`src/rtl/c906_icg_idle_ctrl.sv`:
```
// c906_icg_idle_ctrl
// Enable controller for one gated_clk_cell instance. Merges requester wake
// requests with the domain busy flag. Drives the cell's external_en. Turns the
// gated clock off after a programmable idle hold-off. Runs on the ungated
// forever_cpuclk.
// Optional build macro: C906_ICG_CTRL_STAT_EN adds the gated_cyc_cnt counter
// and its port.
module c906_icg_idle_ctrl #(
    parameter int unsigned NREQ   = 4,
    parameter int unsigned IDLE_W = 4
) (
    input  logic              forever_cpuclk,
    input  logic              cpurst,
    input  logic [NREQ-1:0]   req,
    output logic [NREQ-1:0]   ack,
    input  logic              domain_busy,
    input  logic [IDLE_W-1:0] idle_thresh,
    output logic              icg_external_en,
`ifdef C906_ICG_CTRL_STAT_EN
    output logic              clk_on,
    output logic [31:0]       gated_cyc_cnt
`else
    output logic              clk_on
`endif
);

    typedef enum logic [1:0] {
        ST_OFF  = 2'd0,
        ST_WAKE = 2'd1,
        ST_ON   = 2'd2,
        ST_IDLE = 2'd3
    } state_t;

    state_t              state;
    logic [IDLE_W-1:0]   idle_cnt;
    logic                wake;

    // Any requester or in-flight work keeps the gated clock alive
    always_comb begin
        wake = (|req) | domain_busy;
    end

    // Control FSM. Enable and clk_on are registered from the next state so they
    // change on the same edge as the state.
    always_ff @(posedge forever_cpuclk) begin
        if (cpurst) begin
            state           <= ST_OFF;
            idle_cnt        <= '0;
            icg_external_en <= 1'b0;
            clk_on          <= 1'b0;
            ack             <= '0;
        end else begin
            ack <= req & {NREQ{state == ST_ON}};
            case (state)
                ST_OFF: begin
                    if (wake) begin
                        state           <= ST_WAKE;
                        icg_external_en <= 1'b1;
                    end else begin
                        icg_external_en <= 1'b0;
                    end
                    clk_on <= 1'b0;
                end
                ST_WAKE: begin
                    state           <= ST_ON;
                    icg_external_en <= 1'b1;
                    clk_on          <= 1'b1;
                end
                ST_ON: begin
                    icg_external_en <= 1'b1;
                    if (!wake) begin
                        state    <= ST_IDLE;
                        idle_cnt <= idle_thresh;
                        clk_on   <= 1'b0;
                    end else begin
                        clk_on   <= 1'b1;
                    end
                end
                ST_IDLE: begin
                    // A wake request wins over an expired hold-off.
                    if (wake) begin
                        state           <= ST_ON;
                        idle_cnt        <= '0;
                        icg_external_en <= 1'b1;
                        clk_on          <= 1'b1;
                    end else if (idle_cnt == '0) begin
                        state           <= ST_OFF;
                        icg_external_en <= 1'b0;
                        clk_on          <= 1'b0;
                    end else begin
                        idle_cnt        <= idle_cnt - 1'b1;
                        icg_external_en <= 1'b1;
                        clk_on          <= 1'b0;
                    end
                end
                default: begin
                    state           <= ST_OFF;
                    idle_cnt        <= '0;
                    icg_external_en <= 1'b0;
                    clk_on          <= 1'b0;
                end
            endcase
        end
    end

`ifdef C906_ICG_CTRL_STAT_EN
    // Saturating count of cycles spent with the gated clock off
    always_ff @(posedge forever_cpuclk) begin
        if (cpurst) begin
            gated_cyc_cnt <= '0;
        end else if (state == ST_OFF && gated_cyc_cnt != '1) begin
            gated_cyc_cnt <= gated_cyc_cnt + 32'd1;
        end
    end
`endif

endmodule

```
`config.mk`:
```
export PLATFORM = sky130hd
export DESIGN_NAME = c906_icg_idle_ctrl
export DESIGN_NICKNAME = d
export VERILOG_FILES = /design/src/rtl/c906_icg_idle_ctrl.sv
export SDC_FILE = /design/constraint.sdc
export NUM_CORES = 1
export LEC_CHECK = 0
export BUFFER_PORTS_ARGS = -buffer_cell sky130_fd_sc_hd__clkbuf_2
export CAP_MARGIN = 20
export CORE_MARGIN = 2
export CORE_UTILIZATION = 40
export DETAILED_ROUTE_END_ITERATION = 16
export PLACE_DENSITY = 0.68
export SYNTH_ARGS = -nofsm -noshare
export SYNTH_HDL_FRONTEND = slang
export SYNTH_SLANG_ARGS = --single-unit
```
`constraint.sdc`:
```
create_clock -name forever_cpuclk -period 2.5 [get_ports forever_cpuclk]
set_input_delay 0.25 -clock forever_cpuclk [delete_from_list [all_inputs] [get_ports forever_cpuclk]]
set_output_delay 0.25 -clock forever_cpuclk [all_outputs]
set_load 0.02 [all_outputs]
```
; After elaboration in Yosys (flattened, before gate mapping)
; Index checks and enable logic that the tools add are counted.
[op_classes]
n_reduce_logical = 8
n_eq_ne = 7
n_addsub = 1
bitwise = 2
n_mux = 14
[op_table]
columns = operator, count
row1 = $mux W4, 3
row2 = $mux W2, 4
row3 = $pmux W2 S4, 1
row4 = $pmux W4 S2, 1
row5 = $ne A3 B3 Y1 const B, 2
row6 = $pmux W1 S3, 2
row7 = $reduce_and A3 Y1, 2
row8 = $and A4 B4 Y4, 1
row9 = $eq A2 B2 Y1 const B, 2
row10 = $logic_not A4 Y1, 1
row11 = $ne A2 B2 Y1 const B, 2
row12 = $reduce_or A2 Y1, 2
row13 = $reduce_or A4 Y1, 1
row14 = $sub A4 B1 Y4 const B, 1
row15 = $mux W1, 3
row16 = $eq A2 B1 Y1 const B, 1
row17 = $logic_not A2 Y1, 1
row18 = $reduce_bool A2 Y1, 1
row19 = $or A1 B1 Y1, 1
[word_totals]
in_bits = 11
reg_bits = 12
word_cells = 37
out_inout_bits = 6

; Longest topological paths before layout
; Gate-level depths: netlist of run 1.
[logic_depth]
word_depth = 4
depth_mapped = 7
mapped_depth_nobuf = 6

; Worst setup path after synthesis of run 1
; Ideal clock, no wire load.
[synth_path]
path_type = register -> register
startpoint = reg idle_cnt[0]
endpoint = reg state[1]
required_ns = 2.423
setup_slack_ns = 0.648
synth_period_minus_slack_ns = 1.852
arrival_time_ns = 1.776
setup_time_ns = 0.077
n_path_buf = 1
path_stages_with_launch = 8
path_cell_list = dfxtp_1 inv_1 ha_1 or3b_1 buf_2 a21o_1 or4_4 a41oi_2
[synth_between]
elab_chain_len = 3
[synth_rtl]
columns = item, line_no
row1 = start: declaration, 35  ; logic [IDLE_W-1:0] idle_cnt;
row2 = start signal: assignment, 73  ; idle_cnt <= idle_thresh;
row3 = start signal: assignment, 91  ; idle_cnt <= idle_cnt - 1'b1;
row4 = $logic_not A4 Y1, 86  ; end else if (idle_cnt == '0) begin
row5 = $ne A3 B3 Y1 (no source line), n/a
row6 = $reduce_and A3 Y1 (no source line), n/a
row7 = end signal: assignment, 82  ; state <= ST_ON;
row8 = end signal: assignment, 87  ; state <= ST_OFF;
row9 = end signal: assignment, 97  ; state <= ST_OFF;
row10 = end: declaration, 34  ; state_t state;
; No other way between the ends.
; A chain may end at the register's enable or synchronous reset.

; Worst setup path in the final report of run 1
; Same ends and word-level chain as after synthesis.

==> key figures, run 1 <==
Pwr
  • Leakage power: 0.341 nW
  • Power Total: between 0.5 and 0.6 mW
  • VDD IR max: 0.258 mV
  • Power Density: 645 nW/µm²

Place
  • IO buf count: 16
  • Placed instance area: just over 800 µm²
  • HPWL Detailed: 1.19 mm
  • Final GP Congestion: 0.804
  • DP Cell Count: 118
  • Worst slack, placed: 0.565 ns

Cells and area
  • Most common cell after layout, fill and taps aside: clkbuf_2
  • Post-layout util: 0.492
  • Most frequent cells in the layout: 16 x clkbuf_2, 12 x dfxtp_1, 6 x inv_1, 6 x ha_1, 5 x nor2_1
  • Synth-to-layout area growth: 18.1%
  • Layout cells sized above 1: 0.281
  • Nets: 115
  • Finished Layout Cells: 121
  • Final instance area: 841 µm²
  • Antenna cells: 0
  • # fillers: 176

GRT
  • Number of global-route vias before repair: between 600 and 700
  • GR Overflow Total: 0
  • Tot GR Track Use: 0.168
  • Largest net degree at the start of global routing: 15
  • First-pass GRT wire length: approximately 2.6 mm
  • Initial antenna violation count: 0

Floorplanning
  • Die extent in x: 46.2 µm
  • Num ports: 17
  • Die footprint: between 2000 and 2500 µm²
  • Initial Utilization: 0.417
  • Core ar.: 1710 µm²
  • Die Span Y: around 46 µm
  • # rows: 15

STA
  • Layout Skew: 0.00176 ns
  • Rel. slew slack: 0.689
  • Slew @ Worst Pin: 0.467 ns
  • Min Tclk post-route: 1.97 ns
  • Max Slew Vio Count: 0
  • RSZ-0062 raised after global routing: false
  • Setup TNS: 0 ns
  • Final-report setup violation count: 0
  • WHS: approximately 0.23 ns
  • Max frequency: 0.507 GHz
  • Final hold vios: 0
  • Final period util: 0.788
  • Final setup margin: 0.529 ns

Logic synthesis
  • Syn nets: 96
  • Seq/Total Area, Yosys: 0.337
  • Cells after synthesis: a little under 80
  • Yosys warns: 0
  • Yosys cell types: 33
  • Syn Std Cell Area: slightly above 700 µm²
  • Synth Register Bits: 12
  • Syn Area/Cell: 9.01 µm²

Routing
  • Post-Route WL: about 1.5 mm
  • DR WL/cell: 12.7 µm
  • Routed vias/inst: 5.53
  • DR iter-0 viols: 19
  • Antenna Nets Post-Route: 0
  • Via count: 669
  • Drc violations: 0
  • Router iterations before antenna repair: 4

Clock network
  • Clk root buf: clkbuf_4
  • Clock latency on the worst-skew pair: between 0.2 and 0.3 ns
  • H-tree lvl count: 1
  • Post-cts resize count: 0
  • Maximum root-to-sink buffer count: 2
  • CTS tree: yes
  • Num CTS Buffers: 3
  • CTS sink count: 12
  • Worst-path clk slew: 0.07 ns
  • # hold bufs at CTS: 0
  • Setup Fix Bufs, Post-CTS: 0

Hold path
  • Min-delay worst type: input pin to flip-flop

Worst setup path
  • Worst-path fanout max: 6
  • Critical Path RT: 2.70 ns
  • Critical Path, Cell by Cell: inv_1 > ha_1 > or3b_1 > a21o_1 > or4_4 > a41oi_2
  • Slowest cell on crit path: or3b_1
  • Crit path DAT: 2.17 ns
  • Max incr delay on CP: 0.45 ns
  • Crit start category: flip-flop
  • CP Class: flip-flop to flip-flop
  • CP Capture Type: flip-flop

Status
  • Status: completed

Run
  • Max Cap Violations: 0
==> synth_stat cells <==
master / instances / area [µm²]
a211oi_1: 4 / 30.0
a41oi_2: 1 / 16.3
dfxtp_1: 12 / 240
nand3_1: 4 / 20.0
o21ai_0: 3 / 15.0
and2_1: 4 / 25.0
nor3_2: 2 / 20.0
mux2_2: 1 / 11.3
a21o_1: 1 / 7.51
a31o_2: 1 / 8.76
a221o_1: 1 / 10.0
a31oi_1: 1 / 6.26
inv_1: 6 / 22.5
nor2_1: 5 / 18.8
nor3_1: 2 / 10.0
a221oi_1: 4 / 35.0
or3b_1: 1 / 8.76
o22ai_1: 1 / 6.26
mux2i_1: 2 / 20.0
nor3b_1: 2 / 15.0
or3_1: 1 / 6.26
nor4_1: 1 / 6.26
clkbuf_1: 2 / 7.51
nand2b_1: 1 / 6.26
a21oi_1: 1 / 5.00
nand2_1: 3 / 11.3
ha_1: 6 / 75.1
buf_2: 1 / 5.00
nand3b_1: 1 / 7.51
or2_2: 1 / 6.26
or4_4: 1 / 11.3
a41oi_1: 1 / 8.76
a211o_1: 1 / 8.76
==> metal layers <==
layer	GRT usage	vias up	part of all wire
met5	0	-	0
met4	0.0514	0	0
met3	0.0235	0	0.048
met2	0.272	32	0.48
met1	0.228	309	0.47
li1	-	328	-
==> sequential cells by signal, indices dropped and copies added (netlist names) <==
name	flops
icg_external_en	1
state	2
ack	4
clk_on	1
idle_cnt	4
==> cells by family after synthesis <==
family / count (synthesis) / share of synthesized area
mux: 3 / 0.0439
simple gates: 29 / 0.243
compound gates: 20 / 0.221
buf+inv: 9 / 0.0492
fa+ha+maj: 6 / 0.105
flops: 12 / 0.337
==> final cells by class <==
cell class	count	area, µm²	area share
Multi-Input combinational cell	58	437	0.519
Sequential cell	12	240	0.286
Clock buffer	3	22.5	0.0268
Tap cell	25	31.3	0.0372
Timing Repair Buffer	17	87.6	0.104
Inverter	6	22.5	0.0268
==> report_power, final <==
part           internal, mW  switching [mW]
clock network        0.0556          0.0608
logic                0.0786           0.114
registers             0.215          0.0181
total                 0.350           0.193
==> final timing paths <==
check / from / end / slack (ns) / cells past startpoint
max: idle_cnt[0] / state[1] / 0.53 / 6
min: req[2] / ack[2] / 0.23 / 2
max reg2reg: idle_cnt[0] / state[1] / 0.53 / 6
min reg2reg: state[0] / clk_on / 0.53 / 2
==> worst max-delay path, delay by kind of cell (launching register included) <==
kind            cells  cell delay, ns
compound gates      2            0.43
flops               1            0.33
simple gates        2            0.87
buf+inv             1            0.10
fa+ha+maj           1            0.17
Power figures use the tool's default switching activity.
==> run 2: changes to the inputs <==
==> constraint.sdc (replaced) <==
create_clock -name forever_cpuclk -period 1.9 [get_ports forever_cpuclk]
set_input_delay 0.19 -clock forever_cpuclk [delete_from_list [all_inputs] [get_ports forever_cpuclk]]
set_output_delay 0.19 -clock forever_cpuclk [all_outputs]
set_load 0.02 [all_outputs]
==> run 2 against run 1 <==
  * Flip-flop and latch count is the same
  * Setup slack worse by 0.49 ns
  * Power up 49%
  * Sequential power up 32%
  * Die area unchanged
  * Wire length rose by 7.0%
  * Sequential share of layout area shrank 1.2 points
  * Utilization grew 2.5 points
  * Clock skew is 0.0021 ns higher
  * First-iteration DRC count is 63% higher
  * Critical path depth is the same
  * Count of clock-buffer cells in the layout grew 1
  * Critical path type unchanged
==> key figures, run 2 (same netlist as run 1, synthesis figures left out) <==
Routing
  • Antenna Nets Post-Route: 0
  • Metal1 wirelength: 739 µm
  • DR iter-0 viols: 31
  • Routed vias/inst: 5.65
  • Top Metal Used: met4
  • Met2 routed WL: 778 µm
  • Post-Route WL: around 1.6 mm
  • Via count: 706
  • Drc violations: 0
  • Routed wl met3: approximately 94 µm
  • DR WL/cell: 13.2 µm
  • Router iterations before antenna repair: 4

Clock network
  • Maximum root-to-sink buffer count: 2
  • Clock latency on the worst-skew pair: 0.28 ns
  • Setup Fix Bufs, Post-CTS: 0
  • H-tree lvl count: 1
  • CTS sink count: 12
  • Post-cts resize count: 0
  • # hold bufs at CTS: 0
  • CTS tree: yes
  • Num CTS Buffers: 3
  • Worst-path clk slew: around 0.08 ns
  • Clk root buf: clkbuf_4

Worst setup path
  • Crit path DAT: 2.07 ns
  • Worst-path fanout max: 4
  • Buf/Inv on CP: 1
  • Crit start category: flip-flop
  • Critical Path RT: 2.11 ns
  • Slowest cell on crit path: or4_4
  • Critical path's top delay family: simple AND/OR/NAND/NOR gates
  • CP Class: flip-flop to flip-flop
  • CP Capture Type: flip-flop
  • Max incr delay on CP: 0.42 ns
  • Critical Path, Cell by Cell: inv_2 > ha_2 > or3b_4 > a21o_1 > or4_4 > a41oi_2

STA
  • Final hold vios: 0
  • RSZ-0062 raised after global routing: false
  • Max frequency: 0.538 GHz
  • Final-report setup violation count: 0
  • Min Tclk post-route: 1.86 ns
  • Setup TNS: 0 ns
  • Final period util: 0.978
  • Slew @ Worst Pin: 0.321 ns
  • Layout Skew: around 0.0039 ns
  • Rel. slew slack: 0.786
  • Final setup margin: 0.0419 ns
  • Max Slew Vio Count: 0

Floorplanning
  • # rows: 15
  • Core ar.: 1710 µm²
  • Die Span Y: between 40 and 50 µm
  • Die extent in x: 46.2 µm
  • Num ports: 17
  • Die footprint: 2130 µm²
  • Initial Utilization: 0.417

Cells and area
  • Largest regs: ack: 4 flops, idle_cnt: 4 flops, state: 2 flops
  • # fillers: 162
  • Area of the multi-input gates: 442 µm²
  • Most frequent cells in the layout: 16 x clkbuf_2, 11 x dfxtp_1, 5 x nor2_1, 5 x ha_1
  • Antenna cells: 0
  • FF/Latch Area: 241 µm²
  • Nets: 118
  • Most common cell after layout, fill and taps aside: clkbuf_2
  • Synth-to-layout area growth: 24.1%
  • Layout cells sized above 1: 0.360

Pwr
  • VDD IR max: 0.325 mV
  • Power Density: 912 nW/µm²
  • Leakage power: approximately 0.36 nW

Place
  • HPWL Detailed: between 1 and 1.5 mm
  • Worst slack, placed: ~0.056 ns
  • IO buf count: 16
  • Final GP Congestion: 0.832

GRT
  • GR Overflow Total: 0
  • Number of global-route vias before repair: 587
  • Initial antenna violation count: 0
  • Tot GR Track Use: 0.168
  • Largest net degree at the start of global routing: 10
  • First-pass GRT wire length: 2.50 mm

Status
  • Status: completed

Hold path
  • Min-delay worst type: input pin to flip-flop

Run
  • Max Cap Violations: 0
## run 2: cell type report
cell class                 instances  share of cell area
clock buffer                       4              0.0411
inverter                           6              0.0255
multi-input combinational         58               0.500
sequential                        12               0.273
tap                               25              0.0354
timing repair buffer              20               0.125
## run 2: through the flow
step           utilization  power, mW  instance area, µm²  std cells  hold slack, ns
5_1_grt              0.517      0.853                 883        125           0.146
4_1_cts              0.514      0.791                 877        125           0.150
3_5_place_dp         0.492      0.581                 841        121           0.439
6_report             0.517      0.806                 883        125           0.149
2_1_floorplan            -      0.497                 712         79           0.253
3_3_place_gp         0.492      0.580                 841        121           0.433
## run 2: where the power goes
group	total [mW]	internal (mW)	switching, mW	leakage [nW]
sequential	0.307	0.284	0.0227	0.0985
combinational	0.288	0.128	0.160	0.242
clock	0.211	0.117	0.0945	0.0210
total	0.806	0.529	0.277	0.362
## run 2: per-layer routing
layer / up-vias / GRT usage
li1: 338 / -
met4: 0 / 0.103
met3: 5 / 0.0353
met1: 335 / 0.201
met2: 28 / 0.272
met5: - / 0
## run 2: worst paths after layout
| check | to | depth (start not counted) | slack (ns) | start |
|---|---|---|---|---|
| min reg2reg | idle_cnt[1] | 2 | 0.51 | idle_cnt[1] |
| min | ack[3] | 2 | 0.15 | req[3] |
| max | state[1] | 6 | 0.04 | idle_cnt[0] |
| max reg2reg | state[1] | 6 | 0.04 | idle_cnt[0] |
==> run 3: changes to the inputs <==
--- a/config.mk
+++ b/config.mk
@@ -5,12 +5,13 @@
 export SDC_FILE = /design/constraint.sdc
 export NUM_CORES = 1
 export LEC_CHECK = 0
+export ABC_AREA = 1
 export BUFFER_PORTS_ARGS = -buffer_cell sky130_fd_sc_hd__clkbuf_2
 export CAP_MARGIN = 20
 export CORE_MARGIN = 2
 export CORE_UTILIZATION = 40
 export DETAILED_ROUTE_END_ITERATION = 16
-export PLACE_DENSITY = 0.68
+export PLACE_DENSITY = 0.69
 export SYNTH_ARGS = -nofsm -noshare
 export SYNTH_HDL_FRONTEND = slang
 export SYNTH_SLANG_ARGS = --single-unit
==> run 3 against run 2 <==
  * Cell count up 10%
  * Area after synthesis is 5.3% lower
  * Setup slack better by 0.44 ns
  * Utilization increased by 0.63 points
  * Worst hold slack worse by 0.010 ns
  * Critical path depth grew 2
  * Sequential power is 6% higher
  * Non-clock buffer count down 4
  * Synthesized cell count increased by 30%
  * Power is 7.0% higher
  * Sequential share of layout area rose by 2.4 points
  * Largest cell class unchanged
==> key figures, run 3 <==
Place
  • HPWL Detailed: ~1.0 mm
  • Final GP Congestion: 0.841
  • IO buf count: 16
  • DP Cell Count: 134

STA
  • Final-report setup violation count: 0
  • Max frequency: 0.703 GHz
  • Layout Skew: 0.00620 ns
  • Final period util: 0.749
  • RSZ-0062 raised after global routing: false
  • Slew @ Worst Pin: 0.264 ns
  • Final hold vios: 0
  • Max Slew Vio Count: 0
  • Setup TNS: 0 ns
  • Min Tclk post-route: 1.42 ns
  • Rel. slew slack: 0.824

Logic synthesis
  • Count leader, synth: nand2_1
  • Syn Std Cell Area: 674 µm²
  • Async S/R FF share, synth: 0
  • Cells after synthesis: 103
  • Syn Area/Cell: 6.55 µm²
  • Top-area cell type share of the netlist area: 0.356
  • EDFF count, synth: 0
  • Yosys cell types: 15
  • Yosys warns: 0
  • Seq/Total Area, Yosys: 0.356
  • Post-synth top cells: 32 x nand2_1, 21 x nor2_1, 12 x dfxtp_1, 12 x inv_1
  • Synth Register Bits: 12
  • Largest cells by area after synthesis: dfxtp_1 36%, nand2_1 18%, nor2_1 12%, ha_1 11%, inv_1 6.7%
  • Top_reg_cell synth: dfxtp_1
  • Syn nets: 120
  • Leading area contributor after synthesis: dfxtp_1

Pwr
  • Power Density: 1070 nW/µm²
  • Leakage power: 0.453 nW
  • Int Power: 0.543 mW
  • Combinational Power Share: 0.390
  • Clock share of power: 0.232
  • Power Total: 0.862 mW
  • Net Sw Power: roughly 0.32 mW
  • Net Sw Frac: 0.370
  • VDD IR max: 0.553 mV
  • Sequential Power Share: 0.378

Routing
  • Router iterations before antenna repair: 4
  • Post-Route WL: 1.33 mm
  • Antenna Nets Post-Route: 0
  • DR WL/cell: 9.66 µm
  • Via count: between 600 and 700
  • DR iter-0 viols: 10
  • Drc violations: 0
  • Routed vias/inst: 4.70

Clock network
  • Clock latency on the worst-skew pair: 0.27 ns
  • H-tree lvl count: 1
  • Maximum root-to-sink buffer count: 2
  • # hold bufs at CTS: 0
  • Post-cts resize count: 0
  • CTS tree: yes
  • Worst-path clk slew: 0.08 ns
  • Clk root buf: clkbuf_4
  • Num CTS Buffers: 3
  • Setup Fix Bufs, Post-CTS: 0
  • CTS sink count: 12

Worst setup path
  • Slowest cell on crit path: dfxtp_1
  • CP Capture Type: flip-flop
  • Worst-path fanout max: 6
  • Most numerous cell on the critical path: nor2_1
  • Max incr delay on CP: around 0.42 ns
  • CP Class: flip-flop to flip-flop
  • Critical Path, Cell by Cell: ha_1 > inv_2 > or2_1 > nor2_1 > nor2_1 > nand3_1 > nand2_1 > nor2_1
  • Crit path DAT: between 1.5 and 2 ns
  • Crit start category: flip-flop
  • Critical Path RT: 2.12 ns

Floorplanning
  • Initial Utilization: 0.438
  • # rows: 14
  • Die footprint: 2030 µm²
  • Die extent in x: 45.1 µm
  • Num ports: 17
  • Core ar.: 1540 µm²
  • Die Span Y: 45.1 µm

Cells and area
  • Nets: 140
  • Largest regs: ack: 4 flops, idle_cnt: 4 flops, state: 2 flops
  • Synth-to-layout area growth: 19.7%
  • Most common cell after layout, fill and taps aside: nand2_1
  • Antenna cells: 0
  • Finished Layout Cells: 138
  • Most frequent cells in the layout: 32 x nand2_1, 21 x nor2_1, 16 x clkbuf_2
  • Layout cells sized above 1: 0.197

GRT
  • Initial antenna violation count: 0
  • Tot GR Track Use: 0.148
  • Number of global-route vias before repair: 533
  • Largest net degree at the start of global routing: 9
  • GR Overflow Total: 0
  • First-pass GRT wire length: 2.13 mm

Status
  • Status: completed

Run
  • Max Cap Violations: 0

Hold path
  • Min-delay worst type: input pin to flip-flop
run 3: kinds of logic after synthesis:
kind of cell,synth area share
and+or+nand+nor,0.404
buffers and inverters,0.0779
DFF,0.356
adders and majority gates,0.111
AOI/OAI and AO/OA,0.0371
xor gates and xnor gates,0.0130
run 3: area by class of cell:
class                   instances  area [µm²]
fillers                       164         734
multi-input cells              77         382
flip-flops and latches         12         240
repair buffers                 16        80.1
inverters                      13        48.8
clock buffers                   4        36.3
well taps                      16        20.0
run 3: final timing paths:
path	startpoint	to	slack [ns]	depth (start not counted)
min	req[3]	ack[3]	0.14	3
min reg2reg	idle_cnt[1]	idle_cnt[1]	0.49	2
max	state[1]	idle_cnt[1]	0.48	8
max reg2reg	state[1]	idle_cnt[1]	0.48	8
run 3: power by group through the flow:
stage                     clock network [mW]  logic (mW)  registers [mW]
after floorplan                            0       0.241           0.345
after global placement                     0       0.329           0.330
after detailed placement                   0       0.335           0.332
after CTS                              0.206       0.336           0.326
after global routing                   0.226       0.386           0.333
final                                  0.200       0.336           0.326
run 3: through the flow:
stage                     hold slack, ns  setup slack (ns)   util  area, µm²
after floorplan                    0.259             0.606      -        674
after global placement             0.425             0.481  0.500        771
after detailed placement           0.422             0.501  0.500        771
after CTS                          0.135             0.480  0.524        807
after global routing               0.122             0.294  0.524        807
final                              0.138             0.477  0.524        807
run 3: worst max-delay path: cells and delay by family (launching register included):
family                   cells  cell delay (ns)
AND/OR/NAND/NOR              6             0.56
flip-flops                   1             0.42
adder cells (fa/ha/maj)      1             0.29
buffers and inverters        1             0.09
run 3: metal layers:
layer	track usage	wire length [µm]	up-vias
li1	-	-	353
met1	0.180	642	277
met2	0.226	579	17
met3	0.0720	98	2
met4	0.0529	12	0
met5	0	0	-
